`src/rtl/add_share_arbiter_if.sv`:
```
// Requester-side and adder-side signal bundle for add_share_arbiter.
// The arbiter connects through the slave modport; the environment drives the master side.
interface add_share_arbiter_if #(
  parameter int NUM_REQ = 4,
  parameter int DATA_W  = 4
);
  logic [NUM_REQ-1:0]        req;
  logic [NUM_REQ*DATA_W-1:0] op_a;
  logic [NUM_REQ*DATA_W-1:0] op_b;
  logic [NUM_REQ-1:0]        gnt;
  logic [NUM_REQ-1:0]        done;
  logic [DATA_W-1:0]         res;
  logic                      err;
  logic [DATA_W-1:0]         add_p;
  logic [1:0]                add_p_seq;
  logic                      add_res_valid;
  logic [DATA_W-1:0]         add_s;

  modport master (
    output req, op_a, op_b, add_res_valid, add_s,
    input  gnt, done, res, err, add_p, add_p_seq
  );

  modport slave (
    input  req, op_a, op_b, add_res_valid, add_s,
    output gnt, done, res, err, add_p, add_p_seq
  );
endinterface

```
`src/rtl/add_share_arbiter.sv`:
```
// Round-robin arbiter that shares one serial two-operand adder among NUM_REQ requesters,
// sequencing operands to the adder and returning the sum (or a timeout error) with a done pulse.
module add_share_arbiter #(
  parameter int NUM_REQ     = 4,
  parameter int DATA_W      = 4,
  parameter int TIMEOUT_CYC = 8
) (
  input logic                 clk,
  input logic                 rst,
  add_share_arbiter_if.slave  bus
);
  localparam int IDX_W = (NUM_REQ > 1) ? $clog2(NUM_REQ) : 1;
  localparam int CNT_W = $clog2(TIMEOUT_CYC + 1);
  localparam logic [NUM_REQ-1:0] ONE_HOT0  = {{(NUM_REQ-1){1'b0}}, 1'b1};
  localparam logic [CNT_W-1:0]   CNT_LIMIT = CNT_W'(TIMEOUT_CYC);
  localparam logic [IDX_W-1:0]   LAST_RST  = IDX_W'(NUM_REQ - 1);

  typedef enum logic [2:0] {
    S_IDLE     = 3'd0,
    S_SEND_P1  = 3'd1,
    S_SEND_P2  = 3'd2,
    S_WAIT_RES = 3'd3,
    S_RESP     = 3'd4
  } state_e;

  state_e             state_q;
  logic [IDX_W-1:0]   win_q;
  logic [IDX_W-1:0]   last_q;
  logic [DATA_W-1:0]  b_q;
  logic [CNT_W-1:0]   cnt_q;
  logic [NUM_REQ-1:0] gnt_q;
  logic [NUM_REQ-1:0] done_q;
  logic [DATA_W-1:0]  res_q;
  logic               err_q;
  logic [DATA_W-1:0]  add_p_q;
  logic [1:0]         add_p_seq_q;

  logic               win_found_d;
  logic [IDX_W-1:0]   win_d;

  // Round-robin search starting just after the last winner
  always_comb begin
    win_found_d = 1'b0;
    win_d       = last_q;
    for (int k = 1; k <= NUM_REQ; k++) begin
      if (!win_found_d && bus.req[(int'(last_q) + k) % NUM_REQ]) begin
        win_found_d = 1'b1;
        win_d       = IDX_W'((int'(last_q) + k) % NUM_REQ);
      end else begin
        win_found_d = win_found_d;
      end
    end
  end

  // Transaction sequencer; every output is registered on the transition into its state
  always_ff @(posedge clk) begin
    if (!rst) begin
      state_q     <= S_IDLE;
      win_q       <= '0;
      last_q      <= LAST_RST;
      b_q         <= '0;
      cnt_q       <= '0;
      gnt_q       <= '0;
      done_q      <= '0;
      res_q       <= '0;
      err_q       <= 1'b0;
      add_p_q     <= '0;
      add_p_seq_q <= 2'd0;
    end else begin
      case (state_q)
        S_IDLE: begin
          if (win_found_d) begin
            win_q       <= win_d;
            last_q      <= win_d;
            b_q         <= bus.op_b[win_d*DATA_W +: DATA_W];
            gnt_q       <= ONE_HOT0 << win_d;
            add_p_q     <= bus.op_a[win_d*DATA_W +: DATA_W];
            add_p_seq_q <= 2'd1;
            state_q     <= S_SEND_P1;
          end else begin
            state_q     <= S_IDLE;
          end
        end
        S_SEND_P1: begin
          add_p_q     <= b_q;
          add_p_seq_q <= 2'd2;
          state_q     <= S_SEND_P2;
        end
        S_SEND_P2: begin
          add_p_q     <= '0;
          add_p_seq_q <= 2'd0;
          cnt_q       <= '0;
          state_q     <= S_WAIT_RES;
        end
        // Result is only looked at here, so a stale valid level elsewhere is ignored
        S_WAIT_RES: begin
          if (bus.add_res_valid) begin
            res_q   <= bus.add_s;
            err_q   <= 1'b0;
            done_q  <= ONE_HOT0 << win_q;
            state_q <= S_RESP;
          end else if (cnt_q + CNT_W'(1) == CNT_LIMIT) begin
            res_q   <= '0;
            err_q   <= 1'b1;
            done_q  <= ONE_HOT0 << win_q;
            state_q <= S_RESP;
          end else begin
            cnt_q   <= cnt_q + CNT_W'(1);
          end
        end
        S_RESP: begin
          gnt_q   <= '0;
          done_q  <= '0;
          res_q   <= '0;
          err_q   <= 1'b0;
          state_q <= S_IDLE;
        end
        default: begin
          gnt_q       <= '0;
          done_q      <= '0;
          res_q       <= '0;
          err_q       <= 1'b0;
          add_p_q     <= '0;
          add_p_seq_q <= 2'd0;
          cnt_q       <= '0;
          state_q     <= S_IDLE;
        end
      endcase
    end
  end

  assign bus.gnt       = gnt_q;
  assign bus.done      = done_q;
  assign bus.res       = res_q;
  assign bus.err       = err_q;
  assign bus.add_p     = add_p_q;
  assign bus.add_p_seq = add_p_seq_q;
endmodule

```
`src/flat_wrapper.sv`:
```
// flat-port wrapper written by rule: the top's interface ports become plain ports
module add_share_arbiter_flat 
#(
  parameter int NUM_REQ     = 4,
  parameter int DATA_W      = 4,
  parameter int TIMEOUT_CYC = 8
)
  (clk, rst, bus_req, bus_op_a, bus_op_b, bus_add_res_valid, bus_add_s, bus_gnt, bus_done, bus_res, bus_err, bus_add_p, bus_add_p_seq);
  add_share_arbiter_if #(.NUM_REQ(NUM_REQ), .DATA_W(DATA_W)) bus_i ();
  input logic clk;
  input logic rst;
  input wire logic [$bits(bus_i.req)-1:0] bus_req;
  input wire logic [$bits(bus_i.op_a)-1:0] bus_op_a;
  input wire logic [$bits(bus_i.op_b)-1:0] bus_op_b;
  input wire logic [$bits(bus_i.add_res_valid)-1:0] bus_add_res_valid;
  input wire logic [$bits(bus_i.add_s)-1:0] bus_add_s;
  output wire logic [$bits(bus_i.gnt)-1:0] bus_gnt;
  output wire logic [$bits(bus_i.done)-1:0] bus_done;
  output wire logic [$bits(bus_i.res)-1:0] bus_res;
  output wire logic [$bits(bus_i.err)-1:0] bus_err;
  output wire logic [$bits(bus_i.add_p)-1:0] bus_add_p;
  output wire logic [$bits(bus_i.add_p_seq)-1:0] bus_add_p_seq;
  assign bus_i.req = bus_req;
  assign bus_i.op_a = bus_op_a;
  assign bus_i.op_b = bus_op_b;
  assign bus_i.add_res_valid = bus_add_res_valid;
  assign bus_i.add_s = bus_add_s;
  assign bus_gnt = bus_i.gnt;
  assign bus_done = bus_i.done;
  assign bus_res = bus_i.res;
  assign bus_err = bus_i.err;
  assign bus_add_p = bus_i.add_p;
  assign bus_add_p_seq = bus_i.add_p_seq;
  add_share_arbiter #(.NUM_REQ(NUM_REQ), .DATA_W(DATA_W), .TIMEOUT_CYC(TIMEOUT_CYC)) u_core (.clk(clk), .rst(rst), .bus(bus_i));
endmodule
```
`config.mk`:
```
export PLATFORM = sky130hd
export DESIGN_NAME = add_share_arbiter_flat
export DESIGN_NICKNAME = d
export VERILOG_FILES = /design/src/rtl/add_share_arbiter_if.sv /design/src/rtl/add_share_arbiter.sv /design/src/flat_wrapper.sv
export SDC_FILE = /design/constraint.sdc
export NUM_CORES = 1
export LEC_CHECK = 0
export ABC_AREA = 1
export CORE_ASPECT_RATIO = 1.5
export CORE_MARGIN = 8
export CORE_UTILIZATION = 47
export DETAILED_ROUTE_END_ITERATION = 12
export PLACE_DENSITY = 0.77
export SLEW_MARGIN = 25
export SYNTH_ARGS = -nofsm -noshare
export SYNTH_HDL_FRONTEND = slang
export SYNTH_SLANG_ARGS = --single-unit
```
`constraint.sdc`:
```
create_clock -name clk -period 2.6 [get_ports clk]
set_clock_uncertainty 0.2 [all_clocks]
set_input_delay 0.52 -clock clk [delete_from_list [all_inputs] [get_ports clk]]
set_output_delay 0.52 -clock clk [all_outputs]
set_load 0.1 [all_outputs]
```
# After elaboration in Yosys (flattened, before gate mapping)
# Cells that the tools add are included.
# classes
addsub,5
magnitude_cmp,4
eq_ne,9
shifts,4
mux,42
bitwise,8
reduce_logical,20
# op_table
op,n
two-way mux 4 bit,8
one-hot mux 4 bit (2 select lines),4
variable part select 16 x 5 -> 4 bit,2
"less-than comparator 3 x 4 -> 1 bit, second input constant",4
two-way mux 1 bit,15
one-hot mux 3 bit (4 select lines),1
one-hot mux 4 bit (3 select lines),1
two-way mux 2 bit,5
OR reduction 2 bit,5
OR reduction 3 bit,3
binary-select mux 1 bit (select 2 bit),4
AND reduction 2 bit,4
"<< shifter 1 x 2 -> 4 bit, first input constant",2
"equality test 3 x 2 -> 1 bit, second input constant",2
two-way mux 3 bit,2
one-hot mux 2 bit (3 select lines),1
"adder 2 x 1 -> 2 bit, second input constant",2
"adder 2 bit, second input constant",2
"adder 4 x 1 -> 4 bit, second input constant",1
"bitwise AND 1 bit, first input constant",4
"equality test 4 bit, second input constant",1
"!= test 2 bit, second input constant",2
NOT 1 bit,4
"equality test 3 x 1 -> 1 bit, second input constant",1
other kinds (8),12
# totals
ff_bits,34
in_bits,43
out_inout_bits,19
word_cells,103

# Depth between registers and ports, before layout
# Gate-level depths: netlist of run 1.
# depth
word_depth,19
mapped_depth,17
mapped_depth_nobuf,16

# Worst setup path before layout of run 1
# No wires, ideal clock.
# synth_timing
path_kind,input-to-reg
start,in bus_req[2]
end,reg u_core.b_q[1]
setup_time_ps,109
t_arrival_ps,1595
required_time_ps,2291
path_slack_ps,696
path_stages,14
path_buffers,0
cell_sequence,nand2_1 > nand2_2 > nand2_1 > nand2_4 > inv_4 > nand3_2 > nand2_2 > inv_4 > nand2_2 > inv_2 > nand2_1 > nand4_1 > nand2_1 > inv_1
# synth_between
elab_chain_cells,14
word_cells_on_any_way,28
classes_between,shift: 1; mux: 20; reduce/logical: 7
# synth_rtl
element,line_no,source
from (decl),flat_wrapper.sv:12,input wire logic [$bits(bus_i.req)-1:0] bus_req;
binary-select mux 1 bit (select 2 bit),add_share_arbiter.sv:46,if (!win_found_d && bus.req[(int'(last_q) + k) % NUM_REQ]) begin
two-way mux 1 bit (not written as such) (2 in series),add_share_arbiter.sv:46,
two-way mux 1 bit,add_share_arbiter.sv:46,
zero test 1 bit,add_share_arbiter.sv:46,
logical AND 1 bit,add_share_arbiter.sv:46,
two-way mux 1 bit,add_share_arbiter.sv:46,
zero test 1 bit,add_share_arbiter.sv:46,
logical AND 1 bit,add_share_arbiter.sv:46,
two-way mux 1 bit,add_share_arbiter.sv:46,
zero test 1 bit,add_share_arbiter.sv:46,
logical AND 1 bit,add_share_arbiter.sv:46,
two-way mux 2 bit / two-way mux 1 bit (equally long branches),add_share_arbiter.sv:46,
variable part select 16 x 5 -> 4 bit / AND reduction 2 bit (equally long branches),-,
to (signal assigned),add_share_arbiter.sv:75,b_q <= bus.op_b[win_d*DATA_W +: DATA_W];
to (decl),add_share_arbiter.sv:29,logic [DATA_W-1:0] b_q;
# Several ways; a longest one is shown, not always the timed one. The select of a mux whose other input is x is not followed.
# A chain may end at the register's enable or synchronous reset.

# Final worst setup path of run 1
# layout_timing
start,in bus_req[3]
end,reg u_core.b_q[2]
# The elaborated chain is that of the path after synthesis.

==> metrics.yaml, run 1 <==
criticalPathCategory: "in -> reg"
die_h_um: 95.91
comb_power_share_pct: 69.6
syn-cell-area_sq_mm: 0.002001
hold-path-cell-count: 2
cts_buffers: 5
fin_setup_tns_ns: 0
relSlewSlack_pct: 66.73
multiInputGateArea_sq_mm: 0.001152
yosysTopAreaCell: "dfxtp_1"
core_area_sq_mm: 0.004173
netlist.area_leader.share_pct: 34.02
syn2layout_area_growth_pct: 35.90
vdd_ir_drop_max_mv: 0.8613
r2r_cells: 14
clk_pin_slew_ns: 0.07
period_needed_ns: 2.298
grt_setup_unrepaired: "false"
cts_setup_buffers: 0
clockPowerShare_pct: 10.2
r2r_slack_ns: 0.31
antenna_found_initial: 0
min_path_type: "reg -> reg"
cts_root_buffer: "clkbuf_8"
power.static_leakage_nw: 1.231
worst_pin_slew_ns: 0.4984
drive_gt1_share_pct: 20.11
period_share_pct: 88.39
ys_seq_area_share_pct: 34.02
pwr-share-seq_pct: 20.2
p_int_mw: 1.728
status: "complete, no violations"
synth_edf_count: 0
dp_hpwl_um: 4423
synthTopCellsByCount: "nand2_1, a21oi_1, dfxtp_1"
dieArea_sq_mm: 0.006643
wl_per_cell_um: 13.18
route.detailed.drc: 0
place_area_sq_mm: 0.002624
hold_buffers: 0
start_util_pct: 47.95
fin_nets: 406
cts_resized: 0
async_flop_share_pct: 0
synth-main-ff-cell: "dfxtp_1"
nFillCells: 397
final_area_sq_mm: 0.002719
htreeDepth: 2
io_pins: 62
postRouteWirelength_um: 5389
rows: 29
maxSlewViolCount: 0
synthTopCellsByArea: "dfxtp_1, nand2_1, a21oi_1"
critPathLaunchType: "input port"
gr-total-overflow: 0
die_w_um: 69.27
synthCells: 291
ant_nets: 0
holdPathEnd: "u_core.bus.add_p_seq[1]"
cap_violations: 0
viasPerCell: 5.159
grt_max_degree: 21
track_usage_pct: 16.86
ys_ff_latch: 34
swShare_pct: 56.12
power_density_mw_per_mm2: 1449
r2r_end: "u_core.b_q[2]"
syn_area_per_cell_sq_um: 6.875
crit_arrival_ns: 2.31
insertion_delay_ns: 0.28
crit_required_ns: 2.61
grt_pass1_wl_um: 9439
clkSinkCount: 34
seqCellArea_sq_um: 680.7
place_inst: 401
synth.most_common_cell: "nand2_1"
place_congestion: 0.9083
synth_fp_nets: 335
r2r-start: "u_core.last_q[0]"
p_sw_mw: 2.210
drtPass1Iterations: 4
diodes: 0
cts_tree: "built"
instances_no_fill: 409
yosysWarnings: 0
worstPathMaxFanout: 9
hold_viol: 0
ys_types: 34
port_buffers: 61
worstHoldStart: "u_core.bus.add_p_seq[1]"
clockBufferDepth: 2
drtIter0Drc: 58
setup_viol: 0
num_vias: 2110
cp-end-kind: "flop"
grt_pass1_vias: 2148
max_freq_mhz: 435.2
-- cell usage in the layout (no fill, tap or decap), types with 2 or more instances in the layout --
master,netlist,final
nand3_1,25,25
nand2_2,17,17
buf_4,0,27
a211oi_1,2,2
nand2_1,98,98
o211ai_1,2,2
a31oi_2,2,2
nand2_4,4,4
nor3_1,2,2
o21ai_0,6,6
a21oi_1,34,34
inv_1,18,18
dfxtp_1,34,34
clkbuf_8,3,6
a31oi_1,3,3
inv_4,2,2
nor2_1,16,16
inv_2,4,4
nand4_1,3,3
clkdlybuf4s50_1,0,42
-- metal layers --
metal | wire (um) | track usage, %
met5 | 0 | 0
met4 | 78 | 6.175
met1 | 2117 | 16.70
met3 | 315 | 4.541
met2 | 2878 | 32.85
-- worst max path at each step --
stage / from / to / slack (ns) / cells past startpoint
after floorplan: bus_req[2] / u_core.b_q[1] / 0.70 / 14
after global placement: bus_req[3] / u_core.b_q[2] / 0.06 / 13
after detailed placement: bus_req[3] / u_core.b_q[2] / 0.01 / 13
after CTS: u_core.last_q[0] / u_core.b_q[2] / 0.30 / 14
after global routing: u_core.last_q[0] / u_core.bus.add_p[1] / 0.06 / 14
final: bus_req[3] / u_core.b_q[2] / 0.30 / 13
-- per-stage QoR --
step                      power (mW)  setup WS (ns)  hold WS [ns]  util (%)
final                          3.938         0.3020        0.2609     65.16
after global placement         3.527        0.05549        0.2491     62.88
after detailed placement       3.564        0.01111        0.2565     62.88
after CTS                      3.975         0.2965        0.2670     65.16
after floorplan                2.980         0.6965        0.2548         -
after global routing           4.285        0.05587        0.2825     65.16
-- cell type report --
class / instances / area share [%]
Clock inverter: 2 / 0.4602
Tap cell: 46 / 2.117
Clock buffer: 6 / 3.037
Inverter: 26 / 4.050
Timing Repair Buffer: 69 / 22.92
Multi-Input combinational cell: 226 / 42.38
Sequential cell: 34 / 25.03
-- cell families after synthesis --
family / synth area share (%)
buffers and inverters: 8.379
AOI/OAI and AO/OA: 15.32
xor gates and xnor gates: 0.4379
adders and majority gates: 0.6253
DFF: 34.02
and+or+nand+nor: 41.21
-- flip-flops by register name, indices dropped and copies added, names as in the netlist --
name                  cells
u_core.bus.done           4
u_core.last_q             2
u_core.bus.gnt            4
u_core.bus.add_p          4
u_core.cnt_q              4
u_core.b_q                4
u_core.bus.res            4
u_core.bus.err            1
u_core.win_q              2
u_core.state_q            3
u_core.bus.add_p_seq      2
-- power by group through the flow --
stage          Combinational [mW]  Sequential [mW]  Clock, mW
3_3_place_gp                 2.72            0.805          0
4_1_cts                      2.77            0.794      0.415
6_report                     2.74            0.795      0.402
5_1_grt                      3.04            0.814      0.433
2_1_floorplan                1.64             1.34          0
3_5_place_dp                 2.76            0.806          0
-- critical path, stage by stage --
cell             delay (ns)
clkdlybuf4s50_1        0.49
nand2_1                0.07
nand3_1                0.14
nand2_2                0.10
nand2_4                0.12
nand3_2                0.17
nand2_2                0.19
inv_4                  0.07
nor2_8                 0.13
nand2_1                0.07
nand2_1                0.06
inv_1                  0.04
a31oi_2                0.12
No activity file was read; power rests on OpenSTA's default activity.
==> run 2, diff against run 1 <==
--- a/config.mk
+++ b/config.mk
@@ -9,8 +9,10 @@
 export CORE_ASPECT_RATIO = 1.5
 export CORE_MARGIN = 8
 export CORE_UTILIZATION = 47
+export CTS_CLUSTER_SIZE = 28
 export DETAILED_ROUTE_END_ITERATION = 12
 export PLACE_DENSITY = 0.77
+export REMOVE_ABC_BUFFERS = 1
 export SLEW_MARGIN = 25
 export SYNTH_ARGS = -nofsm -noshare
 export SYNTH_HDL_FRONTEND = slang
==> metrics.yaml, run 2 (synthesis gave the netlist of run 1 again) <==
status: "complete, no violations"
cp-end-kind: "flop"
insertion_delay_ns: 0.28
worstPathMaxFanout: 9
clk_pin_slew_ns: 0.07
postRouteWirelength_um: 5653
die_w_um: 69.27
rows: 29
ant_nets: 0
grt_setup_unrepaired: "false"
final_area_sq_mm: 0.002728
grt_pass1_wl_um: 9611
track_usage_pct: 17.55
max_stage_delay_ns: 0.50
cap_violations: 0
path_cells: "clkdlybuf4s50_1, nand2_1, nand3_1, nand2_2, nand2_4, nand3_2, nand2_2, inv_4, nor2_4, nand2_1, a31oi_2"
hold_viol: 0
clkSinkCount: 34
clockBufferDepth: 2
drtPass1Iterations: 4
vdd_ir_drop_max_mv: 0.9824
crit_arrival_ns: 2.34
relSlewSlack_pct: 66.89
max_freq_mhz: 429.2
comb_power_share_pct: 70.1
cpMaxStageDelayCell: "clkdlybuf4s50_1"
worst_pin_slew_ns: 0.4959
period_needed_ns: 2.330
cts_root_buffer: "clkbuf_8"
viasPerCell: 5.122
final_cell_mix: "nand2_1, clkdlybuf4s50_1, a21oi_1, dfxtp_1, buf_4"
diodes: 0
period_share_pct: 89.60
num_vias: 2095
clockPowerShare_pct: 9.9
min_path_type: "reg -> reg"
drtIter0Drc: 97
nFillCells: 386
route.detailed.drc: 0
port_buffers: 61
preCtsSetupSlack_ns: -0.01788
swShare_pct: 55.88
place_congestion: 0.8717
io_pins: 62
crit_required_ns: 2.61
fin_nets: 406
critPathLaunchType: "input port"
grt_pass1_vias: 2056
cts_buffers: 5
power.static_leakage_nw: 1.236
pwr-share-seq_pct: 20.0
wl_per_cell_um: 13.82
cts_setup_buffers: 0
grt_max_degree: 15
antenna_found_initial: 0
maxSlewViolCount: 0
drive_gt1_share_pct: 19.83
setup_viol: 0
dieArea_sq_mm: 0.006643
criticalPathCategory: "in -> reg"
layout_commonest_cell: "nand2_1"
final.setup.worst_slack_ns: 0.2703
whs_ns: 0.2634
htreeDepth: 2
cts_tree: "built"
power_density_mw_per_mm2: 1459
p_int_mw: 1.756
start_util_pct: 47.95
cts_resized: 0
dp_hpwl_um: 4521
syn2layout_area_growth_pct: 36.34
p_sw_mw: 2.224
hold_buffers: 0
r2r_slack_ns: 0.27
fin_setup_tns_ns: 0
place_area_sq_mm: 0.002636
die_h_um: 95.91
gr-total-overflow: 0
core_area_sq_mm: 0.004173
## run 2: cell count changes in the layout (fill, tap and decap cells not counted)
cell        previous run  this run
clkbuf_1               0         1
clkinvlp_4             1         0
buf_12                 0         1
buf_4                 27        26
## run 2: worst paths after layout
check	start	cells past startpoint	to
worst max-delay path	bus_req[1]	11	u_core.b_q[2]
worst max register to register	u_core.last_q[0]	12	u_core.b_q[2]
worst min register to register	u_core.bus.gnt[3]	2	u_core.bus.gnt[3]
worst min-delay path	u_core.bus.gnt[3]	2	u_core.bus.gnt[3]
## run 2: critical path, delay by kind of cell
| kind | cells | cell delay, ns |
|---|---|---|
| AND/OR/NAND/NOR | 8 | 1.06 |
| buffers and inverters | 2 | 0.58 |
| AO/OA/AOI/OAI | 1 | 0.18 |
## run 2: cell type report
cell class / count / area [sq um] / share of cell area (%)
timing repair buffer: 69 / 635.6 / 23.30
tap: 46 / 57.56 / 2.110
clock inverter: 1 / 5.005 / 0.1835
multi-input combinational: 226 / 1152 / 42.25
clock buffer: 7 / 86.33 / 3.165
sequential: 34 / 680.7 / 24.95
inverter: 26 / 110.1 / 4.037
## run 2: per-layer routing
| layer | vias up | share of wire [%] | track usage (%) |
|---|---|---|---|
| met5 | - | 0 | 0 |
| met4 | 0 | 2.2 | 8.233 |
| met3 | 8 | 5.7 | 4.025 |
| met2 | 69 | 50 | 32.00 |
| met1 | 920 | 42 | 18.87 |
| li1 | 1098 | - | - |
## run 2: stage by stage
step	util [%]	instances	total power, mW
after floorplan	-	286	2.943
after global placement	63.18	401	3.576
after detailed placement	63.18	401	3.601
after CTS	65.37	409	4.008
after global routing	65.37	409	4.331
final	65.37	409	3.980
## run 2: power by group through the flow
stage | clock (mW) | sequential, mW | combinational (mW)
finish | 0.395 | 0.797 | 2.79
global placement | 0 | 0.804 | 2.77
detailed placement | 0 | 0.805 | 2.80
CTS | 0.407 | 0.795 | 2.81
floorplan | 0 | 1.36 | 1.58
global route | 0.427 | 0.816 | 3.09
